--- src/rtl/alu_exec_pkg.sv ---
// Shared types and encodings for the multi-cycle ALU execution controller.
package alu_exec_pkg;

  typedef enum logic [2:0] {
    ST_IDLE,
    ST_RD_A,
    ST_RD_B,
    ST_EXEC,
    ST_WB
  } state_t;

  localparam logic [1:0] ALUOP_ADD = 2'b00;
  localparam logic [1:0] ALUOP_CMP = 2'b01;
  localparam logic [1:0] ALUOP_AND = 2'b10;
  localparam logic [1:0] ALUOP_MVN = 2'b11;

  localparam logic [1:0] SH_NONE = 2'b00;
  localparam logic [1:0] SH_LSL  = 2'b01;
  localparam logic [1:0] SH_LSR  = 2'b10;
  localparam logic [1:0] SH_ASR  = 2'b11;

endpackage

--- src/rtl/bin_shifter.sv ---
// Combinational one-bit shifter applied to the Rm operand before it becomes ALU Bin.
module bin_shifter
  import alu_exec_pkg::*;
#(
  parameter int W = 16
) (
  input  logic [W-1:0] din,
  input  logic [1:0]   shift,
  output logic [W-1:0] dout
);

  // Select unshifted, left-by-one, logical right-by-one or arithmetic right-by-one
  always_comb begin
    dout = din;
    case (shift)
      SH_NONE: dout = din;
      SH_LSL:  dout = {din[W-2:0], 1'b0};
      SH_LSR:  dout = {1'b0, din[W-1:1]};
      SH_ASR:  dout = {din[W-1], din[W-1:1]};
    endcase
  end

endmodule

--- src/rtl/alu_exec_ctrl.sv ---
// Multi-cycle controller that reads operands from the register file, drives the
// combinational ALU and writes the result back (or updates status for CMP).
// Register-file reads are combinational on the registered rf_rnum, so data for the
// address presented in one state is sampled on the edge that leaves that state.
module alu_exec_ctrl
  import alu_exec_pkg::*;
#(
  parameter int W      = 16,
  parameter int RNUM_W = 3
) (
  input  logic              clk,
  input  logic              reset,
  input  logic              in_valid,
  output logic              in_ready,
  input  logic [1:0]        in_aluop,
  input  logic [RNUM_W-1:0] in_rn,
  input  logic [RNUM_W-1:0] in_rm,
  input  logic [RNUM_W-1:0] in_rd,
  input  logic [1:0]        in_shift,
  output logic [RNUM_W-1:0] rf_rnum,
  output logic              rf_write,
  output logic [W-1:0]      rf_wdata,
  input  logic [W-1:0]      rf_rdata,
  output logic [W-1:0]      alu_a,
  output logic [W-1:0]      alu_b,
  output logic [1:0]        alu_op,
  input  logic [W-1:0]      alu_out,
  input  logic              alu_z,
  input  logic              alu_n,
  input  logic              alu_v,
  output logic [2:0]        status,
  output logic              done
);

  state_t state, state_next;

  logic [1:0]        op_q;
  logic [1:0]        shift_q;
  logic [RNUM_W-1:0] rm_q;
  logic [RNUM_W-1:0] rd_q;
  logic [W-1:0]      a_q;
  logic [W-1:0]      b_shifted;

  logic              in_ready_d;
  logic              done_d;
  logic              rf_write_d;
  logic [RNUM_W-1:0] rf_rnum_d;
  logic [W-1:0]      rf_wdata_d;
  logic [W-1:0]      alu_a_d;
  logic [W-1:0]      alu_b_d;
  logic [1:0]        alu_op_d;
  logic [2:0]        status_d;

  bin_shifter #(.W(W)) u_bin_shifter (
    .din   (rf_rdata),
    .shift (shift_q),
    .dout  (b_shifted)
  );

  // State register; reset abandons any instruction in flight
  always_ff @(posedge clk) begin
    if (reset) state <= ST_IDLE;
    else       state <= state_next;
  end

  // Sequencing: MVN has no A operand so it skips straight to reading Rm
  always_comb begin
    state_next = state;
    case (state)
      ST_IDLE: if (in_valid) state_next = (in_aluop == ALUOP_MVN) ? ST_RD_B : ST_RD_A;
      ST_RD_A: state_next = ST_RD_B;
      ST_RD_B: state_next = ST_EXEC;
      ST_EXEC: state_next = ST_WB;
      ST_WB:   state_next = ST_IDLE;
      default: state_next = ST_IDLE;
    endcase
  end

  // Compute the value each registered output takes on entering the next state
  always_comb begin
    in_ready_d = (state_next == ST_IDLE);
    done_d     = (state_next == ST_WB);
    rf_write_d = 1'b0;
    rf_rnum_d  = rf_rnum;
    rf_wdata_d = rf_wdata;
    alu_a_d    = alu_a;
    alu_b_d    = alu_b;
    alu_op_d   = alu_op;
    status_d   = status;
    case (state_next)
      ST_RD_A: rf_rnum_d = in_rn;
      ST_RD_B: rf_rnum_d = (state == ST_IDLE) ? in_rm : rm_q;
      ST_EXEC: begin
        alu_a_d  = (op_q == ALUOP_MVN) ? '0 : a_q;
        alu_b_d  = b_shifted;
        alu_op_d = op_q;
      end
      ST_WB: begin
        rf_wdata_d = alu_out;
        case (op_q)
          ALUOP_CMP: status_d = {alu_v, alu_n, alu_z};
          ALUOP_ADD, ALUOP_AND, ALUOP_MVN: begin
            rf_write_d = 1'b1;
            rf_rnum_d  = rd_q;
          end
        endcase
      end
      default: ;
    endcase
  end

  // Output registers plus the latched instruction fields and A operand
  always_ff @(posedge clk) begin
    if (reset) begin
      in_ready <= 1'b1;
      done     <= 1'b0;
      rf_write <= 1'b0;
      rf_rnum  <= '0;
      rf_wdata <= '0;
      alu_a    <= '0;
      alu_b    <= '0;
      alu_op   <= ALUOP_ADD;
      status   <= 3'b000;
      op_q     <= ALUOP_ADD;
      shift_q  <= SH_NONE;
      rm_q     <= '0;
      rd_q     <= '0;
      a_q      <= '0;
    end else begin
      in_ready <= in_ready_d;
      done     <= done_d;
      rf_write <= rf_write_d;
      rf_rnum  <= rf_rnum_d;
      rf_wdata <= rf_wdata_d;
      alu_a    <= alu_a_d;
      alu_b    <= alu_b_d;
      alu_op   <= alu_op_d;
      status   <= status_d;
      if (state == ST_IDLE && in_valid) begin
        op_q    <= in_aluop;
        shift_q <= in_shift;
        rm_q    <= in_rm;
        rd_q    <= in_rd;
      end
      if (state == ST_RD_A) a_q <= rf_rdata;
    end
  end

endmodule

--- config.mk ---
export PLATFORM = sky130hd
export DESIGN_NAME = alu_exec_ctrl
export DESIGN_NICKNAME = d
export VERILOG_FILES = /design/src/rtl/alu_exec_pkg.sv /design/src/rtl/bin_shifter.sv /design/src/rtl/alu_exec_ctrl.sv
export SDC_FILE = /design/constraint.sdc
export NUM_CORES = 1
export LEC_CHECK = 0
export CAP_MARGIN = 25
export CORE_UTILIZATION = 56
export DETAILED_ROUTE_END_ITERATION = 8
export DONT_BUFFER_PORTS = 1
export HOLD_SLACK_MARGIN = 0.15
export PLACE_DENSITY = 0.74
export RECOVER_POWER = 100
export SLEW_MARGIN = 40
export SYNTH_ARGS = -nofsm -noshare
export SYNTH_HDL_FRONTEND = slang
export SYNTH_SLANG_ARGS = --single-unit
--- constraint.sdc ---
create_clock -name clk -period 1.7 [get_ports clk]
set_clock_uncertainty 0.15 [all_clocks]
set_input_delay 0.085 -clock clk [delete_from_list [all_inputs] [get_ports clk]]
set_output_delay 0.085 -clock clk [all_outputs]
set_load 0.005 [all_outputs]
; Yosys cells after proc, flatten, opt, wreduce, memory -nomap -nowiden
; Cells that the tools add are included.
[word_totals]
input_bits = 51
output_inout_bits = 59
reg_bits = 88
elab_cells = 50
[classes]
n_eq_ne = 15
mux = 9
bitwise_logic = 1
n_reduce_logical = 10
[op_table]
columns = operator, count
row1 = case mux 16 bit (4 select lines), 1
row2 = 2-to-1 mux 16 bit, 1
row3 = == test 3 x 2 -> 1 bit (second input constant), 4
row4 = case mux 3 bit (4 select lines), 1
row5 = == test 2 bit (second input constant), 5
row6 = 2-to-1 mux 3 bit, 3
row7 = case mux 3 bit (3 select lines), 1
row8 = == test 3 x 1 -> 1 bit (second input constant), 2
row9 = zero test 3 bit, 2
row10 = == test 2 x 1 -> 1 bit (second input constant), 2
row11 = zero test 2 bit, 2
row12 = AND reduction 2 bit, 2
row13 = == test 3 bit (second input constant), 1
row14 = nonzero test 3 bit, 1
row15 = OR reduction 3 bit, 1
row16 = 2-to-1 mux 2 bit, 1
row17 = != test 2 x 1 -> 1 bit (second input constant), 1
row18 = OR reduction 2 bit, 1
row19 = logical AND 1 bit, 1
row20 = 2-to-1 mux 1 bit, 1
row21 = inverter 1 bit, 1

; Logic depth before layout (Yosys ltp)
; Gate-level depths: netlist of the first run.
[depth]
ltp_word = 7
mapped_depth = 6
mapped_depth_nobuf = 4

; Cells and area by module
; Synthesis of the first run repeated with hierarchy kept, for this count alone.
[hier_totals]
hier_cells = 452
area_unflattened_um2 = 3593.4
[by_module_without_submodules]
columns = module, instances, area_each_um2, seq_area_each_um2, cells_each
row1 = alu_exec_ctrl, 1, 3238.1, 1761.7, 401
row2 = bin_shifter, 1, 355.3, 0.0, 51

; Worst setup path before layout of the first run
; Ideal clock, no wire load.
[synth_path]
path_type = reg-to-reg
start = register state[1]
end = register rf_rnum[0]
path_slack_ps = 101
stages_incl_launch_ff = 6
arrival_ps = 1363
period_less_slack_ps = 1599
n_path_buf = 1
required_ps = 1464
setup_ps = 86
cell_sequence = dfxtp_1 > buf_6 > or4b_4 > nor2_4 > a222oi_1 > a211oi_1
[synth_via]
elab_chain_cells = 5
elab_cells_between_ends = 14
classes_between = eq/ne (7) / mux (4) / reduce/logical (3)
[synth_lines]
columns = element, line_no
row1 = "start, declared", alu_exec_ctrl.sv:35  ; state_t state, state_next;
row2 = "start signal, assigned", alu_exec_ctrl.sv:63  ; else state <= state_next;
row3 = "== test 3 x 2 -> 1 bit, or another cell as far along", alu_exec_ctrl.sv:69  ; case (state)
row4 = case mux 3 bit (4 select lines), alu_exec_ctrl.sv:69
row5 = "== test 3 bit, or another cell as far along", alu_exec_ctrl.sv:90  ; case (state_next)
row6 = != test 2 x 1 -> 1 bit (no line) / nonzero test 3 bit (equally long branches), -
row7 = AND reduction 2 bit (no line), -
row8 = "end signal, assigned", alu_exec_ctrl.sv:133  ; rf_rnum <= rf_rnum_d;
row9 = "end, declared", alu_exec_ctrl.sv:20  ; output logic [RNUM_W-1:0] rf_rnum,
; Several ways; a longest one is shown, not always the timed one.
; A chain may end at the register's enable or synchronous reset.

; Worst setup path after layout of the first run
[layout_path]
start = register state[0]
end = register rf_rnum[2]
; Same word-level chain as after synthesis.

==> results of run 1 <==
[logic make-up (layout without fill, tap and decap cells)]
logic type             Yosys count  count (layout)  share of synthesized area
flip-flops                      88              88                      0.501
XOR/XNOR                         1               1                    0.00249
multiplexers                    17              17                     0.0484
AND/OR/NAND/NOR                199             199                      0.240
AO/OA/AOI/OAI                  106             106                      0.162
buffers and inverters           36              38                     0.0459
[how the worst max path moves through the flow]
stage | from | endpoint | cells past startpoint
2_1_floorplan | state[1]$_SDFF_PP0_ | rf_rnum[0]$_SDFFE_PP0P_ | 5
3_3_place_gp | state[0]$_SDFF_PP0_ | rf_rnum[0]$_SDFFE_PP0P_ | 4
3_5_place_dp | state[0]$_SDFF_PP0_ | rf_rnum[1]$_SDFFE_PP0P_ | 4
4_1_cts | state[1]$_SDFF_PP0_ | a_q[9]$_SDFFE_PP0P_ | 4
5_1_grt | state[1]$_SDFF_PP0_ | rf_rnum[0]$_SDFFE_PP0P_ | 6
6_report | state[0]$_SDFF_PP0_ | rf_rnum[2]$_SDFFE_PP0P_ | 4
[synth_stat cells]
library cell,count
nand2_1,152
or4b_4,1
nor3_1,4
nor4b_2,1
mux2i_1,17
a221oi_1,1
and2_1,1
nor2_1,10
a222oi_1,3
buf_2,9
a211oi_1,4
nor2b_1,1
nand3_1,18
a21oi_1,77
dfxtp_1,88
inv_2,1
xnor2_1,1
buf_6,2
and3b_1,1
a2111oi_0,1
nor4_1,1
nor3b_1,1
clkbuf_1,23
o21ai_0,18
inv_1,1
o21a_1,1
a311oi_1,1
nor3b_2,1
nor2_4,1
nand2b_1,4
or3_1,2
[registers in the layout, indices dropped and copies added, names as in the netlist, 3 cells and up]
register	flops
alu_a	16
a_q	16
rf_rnum	3
state	3
status	3
rd_q	3
rf_wdata	16
alu_b	16
rm_q	3
[layer usage]
metal  GRT usage  wire length (µm)  up-vias
met5           0                 0        -
met4       0.121               175        0
met3      0.0730               537       14
met2       0.413              3780       89
met1       0.266              3220     1300
li1            -                 -     1488
[report_power, final]
| part | leakage, µW | internal, µW | switching (µW) | total [µW] |
|---|---|---|---|---|
| Clock | 0.000104 | 829 | 714 | 1540 |
| Combinational | 0.000474 | 208 | 279 | 487 |
| Sequential | 0.000716 | 2170 | 77.5 | 2250 |
| Total | 0.00129 | 3210 | 1070 | 4280 |
[worst max-delay path, cell delays in order, from the launching register on]
cell and delay [ps]:
dfxtp_2 340, or4b_4 560, nor2_4 140, a222oi_1 110, a211oi_1 220
[area by class of cell]
type | count | area (µm²)
clock inverters | 5 | 81.3
inverters | 2 | 7.51
fillers | 536 | 2140
well taps | 75 | 93.8
repair buffers | 20 | 163
flip-flops and latches | 88 | 1760
multi-input cells | 323 | 1610
clock buffers | 11 | 131
[through the flow]
stage	power, µW	util	instances
6_report	4280	0.642	524
5_1_grt	4480	0.642	524
4_1_cts	4320	0.644	524
3_5_place_dp	2790	0.607	507
3_3_place_gp	2770	0.607	507
2_1_floorplan	2670	-	447
[what timing repair did]
| item | CTS | global route |
|---|---|---|
| endpoints found under the setup margin | 0 | 12 |
| buffers inserted | 0 | 0 |
| resized for setup | 0 | 3 |
| endpoints found under the hold margin | 88 | 87 |
==> key figures, run 1 <==
STA
  • Unrepaired setup endpoints after global routing: false
  • Crit share post-route: 0.939
  • Fin worst setup slack: 103 ps
  • Fmax: 626 MHz
  • Final setup fails: 0
  • Count of pins over their slew limit: 0
  • Tmin final: 1600 ps
  • Worst hold slack: -361 ps
  • Hold Vio Cnt, Final: 87
  • Slew headroom: 0.639
  • Slew @ Worst Pin: 540 ps
  • Final TNS setup: 0 ps

Run status
  • Failing checks: negative hold slack
  • Status: finished, violations left

Synthesis
  • Post-Syn Area: 3510 µm²
  • Post-synth top area share: 0.501
  • Top cells by area, synth: dfxtp_1, nand2_1, a21oi_1
  • Yosys warns: 0
  • Avg Cell Area, Syn: 7.86 µm²
  • Seq/Total Area, Yosys: 0.501
  • Synth Instances: 447
  • Synthesized flop and latch total: 88
  • Post-Syn Nets: 498
  • Cell taking the most area after synthesis: dfxtp_1
  • Netlist cell types: 31

CTS
  • Worst-path clk slew: 90 ps
  • CTS buffer count: 9
  • CTS Hold Bufs: 1
  • Clk buf depth: 2
  • Max H-tree Level: 3
  • Num Clock Sinks: 88
  • Clock latency at the later pin of the worst-skew pair: 350 ps
  • CTS tree: yes
  • Clk Tree Root Cell: clkbuf_8

Global route
  • Pin count of the biggest net entering global routing: 89
  • Number of global-route vias before repair: 2673
  • First-pass GRT wire length: 11900 µm
  • GRT Total Usage: 0.240
  • Antenna violations before repair: 0
  • Total gr overflow: 0

Setup path
  • WP data required: 1820 ps
  • Reg2Reg Depth: 4
  • Critical path launch point type: register
  • Worst setup EP type: register
  • Critical path fanouts, max: 4
  • Worst setup path class: register to register
  • Critical Path AT: 1720 ps
  • Reg-to-Reg Start: state[0]$_SDFF_PP0_
  • R2R Setup Slk: 100 ps
  • RR Endpoint: rf_rnum[2]$_SDFFE_PP0P_

Routing
  • Final WL: 7710 µm
  • Initial detailed-routing violation count: 159
  • # DRC: 0
  • Via/cell ratio: 5.52
  • WL/cell: 14.7 µm
  • 1st-pass router iterations: 4
  • Vias: 2891
  • Final ANT Viol Nets: 0

Placement
  • DP HPWL: 5260 µm
  • Post-placement cell area: 3630 µm²
  • Pre-CTS setup slack: 69.2 ps
  • Placer Congestion: 0.780
  • PortBufs: 0

Worst hold path
  • Hold Path Depth: 1
  • Worst Hold End: rf_wdata[3]$_SDFFE_PP0N_
  • Hold WC Path Type: input port to register
  • Min-delay src: reset

Power
  • Leak: 0.00129 µW
  • Worst vdd ir: 0.000608 V
  • Power Dens Cells: 1110 nW/µm²

Final layout
  • Design area: 3850 µm²
  • Most common cell after layout, fill and taps aside: nand2_1
  • Layout area overhead: 9.51%
  • Antenna cell count: 0
  • Commonest non-fill, non-tap cells in the layout: nand2_1, dfxtp_1, a21oi_1, nand3_1, o21ai_0
  • Fin nets: 495
  • Layout cells sized above 1: 0.0891

Floorplanning
  • Die X: 81.2 µm
  • Num rows: 28
  • Core ar.: 5990 µm²
  • Die Span Y: 81.2 µm
  • Initial core utilization: 0.587
  • Die Footprint: 6600 µm²
  • IO Pins: 110

Flow run
  • Max Cap Violations: 0
Power figures use the tool's default switching activity.
==> inputs of run 2 (changes only) <==
--- a/config.mk
+++ b/config.mk
@@ -6,11 +6,13 @@
 export NUM_CORES = 1
 export LEC_CHECK = 0
 export CAP_MARGIN = 25
-export CORE_UTILIZATION = 56
+export CELL_PAD_IN_SITES_DETAIL_PLACEMENT = 1
+export CELL_PAD_IN_SITES_GLOBAL_PLACEMENT = 2
+export CORE_UTILIZATION = 31
 export DETAILED_ROUTE_END_ITERATION = 8
 export DONT_BUFFER_PORTS = 1
 export HOLD_SLACK_MARGIN = 0.15
-export PLACE_DENSITY = 0.74
+export PLACE_DENSITY_LB_ADDON = 0.1
 export RECOVER_POWER = 100
 export SLEW_MARGIN = 40
 export SYNTH_ARGS = -nofsm -noshare
==> run 2 against run 1 <==
Net effect: the flow still finishes with violations (negative hold slack); critical path type unchanged; global-route usage shrank 7.1 points; routed wire length grew 22%; non-clock buffer count shrank 2; critical endpoint is now rf_rnum[1]$_SDFFE_PP0P_; register-to-register slack is essentially flat.
==> key figures, run 2 (synthesized netlist as in run 1, its figures left out) <==
Setup path
  • Slowest stage delay, CP: 540 ps (-20 ps)
  • Critical path fanouts, max: 5 (+1)
  • Worst setup EP type: register
  • Critical path launch point type: register
  • CP bufs+invs: 0 (unchanged)
  • RR Endpoint: rf_rnum[1]$_SDFFE_PP0P_
  • Critical path's top delay family: simple AND/OR/NAND/NOR gates
  • Reg2Reg Depth: 4 (unchanged)
  • Reg-to-Reg Start: state[1]$_SDFF_PP0_
  • Worst setup path class: register to register
  • WP data required: 1800 ps (-20 ps)
  • Critical path's slowest cell: or4b_4
  • R2R Setup Slk: 90 ps (about the same)
  • Crit-path cells: or4b_4 > nor2_4 > a222oi_1 > a211oi_1
  • Critical Path AT: 1700 ps (-20 ps)

Power
  • Power Dens Cells: 1180 nW/µm² (+5.7%)
  • Leak: 0.00133 µW (+3.1%)
  • Worst vdd ir: 0.000524 V (-14%)

Final layout
  • Most common cell after layout, fill and taps aside: nand2_1
  • Layout cells sized above 1: 0.0917 (+0.00264)
  • Antenna cell count: 0 (unchanged)
  • Layout area overhead: 14.5%
  • Commonest non-fill, non-tap cells in the layout: nand2_1, dfxtp_1, a21oi_1, nand3_1, o21ai_0
  • Fillcell total: 1321 (+150%)
  • Util after Layout: 0.368 (-0.274)
  • Design area: 4020 µm² (+4.6%)
  • Fin nets: 493 (-0.40%)

Floorplanning
  • Initial core utilization: 0.321 (-0.265)
  • Die Footprint: 11800 µm² (+78%)
  • IO Pins: 110 (unchanged)
  • Die Span Y: 108 µm (+34%)
  • Die X: 108 µm (+34%)
  • Core ar.: 10900 µm² (+83%)
  • Num rows: 38 (+36%)

STA
  • Fmax: 622 MHz (-0.66%)
  • Final setup fails: 0 (unchanged)
  • Tmin final: 1610 ps (+10.7 ps)
  • Slew @ Worst Pin: 615 ps (+74.7 ps)
  • Final TNS setup: 0 ps (unchanged)
  • Hold Vio Cnt, Final: 87 (unchanged)
  • Slew headroom: 0.589 (-0.0499)
  • Worst hold slack: -338 ps (+23.1 ps)
  • Count of pins over their slew limit: 0 (unchanged)
  • Unrepaired setup endpoints after global routing: false
  • Fin worst setup slack: 92.2 ps (-10.7 ps)
  • Crit share post-route: 0.946 (+0.00628)

Worst hold path
  • Hold WC Path Type: input port to register
  • Min-delay src: reset
  • Worst Hold End: done$_SDFF_PP0_
  • Hold Path Depth: 1 (unchanged)

Routing
  • Final WL: 9440 µm (+22%)
  • Initial detailed-routing violation count: 79 (-50%)
  • # DRC: 0 (unchanged)
  • WL/cell: 16.1 µm (+9.2%)
  • Vias: 2966 (+2.6%)
  • Final ANT Viol Nets: 0 (unchanged)
  • 1st-pass router iterations: 4 (unchanged)
  • Via/cell ratio: 5.05 (-8.4%)

CTS
  • CTS tree: yes
  • Clock latency at the later pin of the worst-skew pair: 330 ps (-20 ps)
  • Postcts setup bufs: 0 (unchanged)
  • CTS Hold Bufs: 1 (unchanged)
  • Max H-tree Level: 3 (unchanged)
  • Num Clock Sinks: 88 (unchanged)
  • CTS buffer count: 9 (unchanged)
  • Clk Tree Root Cell: clkbuf_16
  • Worst-path clk slew: 70 ps (-20 ps)
  • Clk buf depth: 2 (unchanged)

Placement
  • Pre-CTS setup slack: 53.9 ps (-15.3 ps)
  • Post-placement cell area: 3710 µm² (+2.2%)
  • DP HPWL: 6390 µm (+21%)
  • PortBufs: 0 (unchanged)
  • Placer Congestion: 0.784 (+0.45%)

Global route
  • Number of global-route vias before repair: 3072 (+15%)
  • Antenna violations before repair: 0 (unchanged)
  • GRT Total Usage: 0.168 (-0.0714)
  • First-pass GRT wire length: 15200 µm (+27%)
  • Total gr overflow: 0 (unchanged)
  • Pin count of the biggest net entering global routing: 89 (unchanged)

Run status
  • Status: finished, violations left
  • Failing checks: negative hold slack

Flow run
  • Max Cap Violations: 0 (unchanged)
run 2: cell count changes in the layout (fill, tap and decap cells not counted), moves of 2 or more:
cell,change
clkbuf_1,-4
buf_4,-2
clkbuf_8,-5
bufinv_16,-2
clkbuf_16,+9
run 2: worst max path at each step:
stage | from | end | slack, ps | cells past startpoint
after floorplan | state[1]$_SDFF_PP0_ | rf_rnum[0]$_SDFFE_PP0P_ | 100 | 5
after global placement | state[1]$_SDFF_PP0_ | rf_rnum[2]$_SDFFE_PP0P_ | 90 | 4
after detailed placement | state[1]$_SDFF_PP0_ | rf_rnum[2]$_SDFFE_PP0P_ | 50 | 4
after CTS | state[1]$_SDFF_PP0_ | rf_rnum[1]$_SDFFE_PP0P_ | 20 | 4
after global routing | state[1]$_SDFF_PP0_ | rf_rnum[2]$_SDFFE_PP0P_ | 10 | 4
final | state[1]$_SDFF_PP0_ | rf_rnum[1]$_SDFFE_PP0P_ | 90 | 4
run 2: what timing repair did:
action | CTS | global route
endpoints found under the setup margin | 0 | 3
gates resized for setup | 0 | 2
endpoints found under the hold margin | 88 | 87
run 2: final cells by class:
type | instances | area (µm²) | area share
multi-input cells | 323 | 1610 | 0.400
clock buffers | 13 | 280 | 0.0697
flip-flops and latches | 88 | 1760 | 0.438
clock inverters | 3 | 23.8 | 0.00591
well taps | 140 | 175 | 0.0435
repair buffers | 18 | 165 | 0.0410
inverters | 2 | 7.51 | 0.00187
run 2: power by group:
group | internal [µW] | total [µW] | switching (µW) | leakage [µW]
sequential | 2170 | 2250 | 79.2 | 0.000716
clock | 1150 | 1980 | 821 | 0.000144
combinational | 213 | 502 | 289 | 0.000474
total | 3540 | 4730 | 1190 | 0.00133
run 2: stage by stage:
| stage | instances | total power [µW] |
|---|---|---|
| 4_1_cts | 587 | 4820 |
| 6_report | 587 | 4730 |
| 5_1_grt | 587 | 4980 |
| 3_3_place_gp | 570 | 2800 |
| 2_1_floorplan | 447 | 2670 |
| 3_5_place_dp | 570 | 2820 |
run 2: routing by layer:
layer  track usage  part of all wire  vias to the layer above
met1         0.187              0.42                     1408
met5             0                 0                        -
met2         0.301              0.50                       64
li1              -                 -                     1481
met3        0.0500             0.061                       13
met4        0.0608             0.015                        0
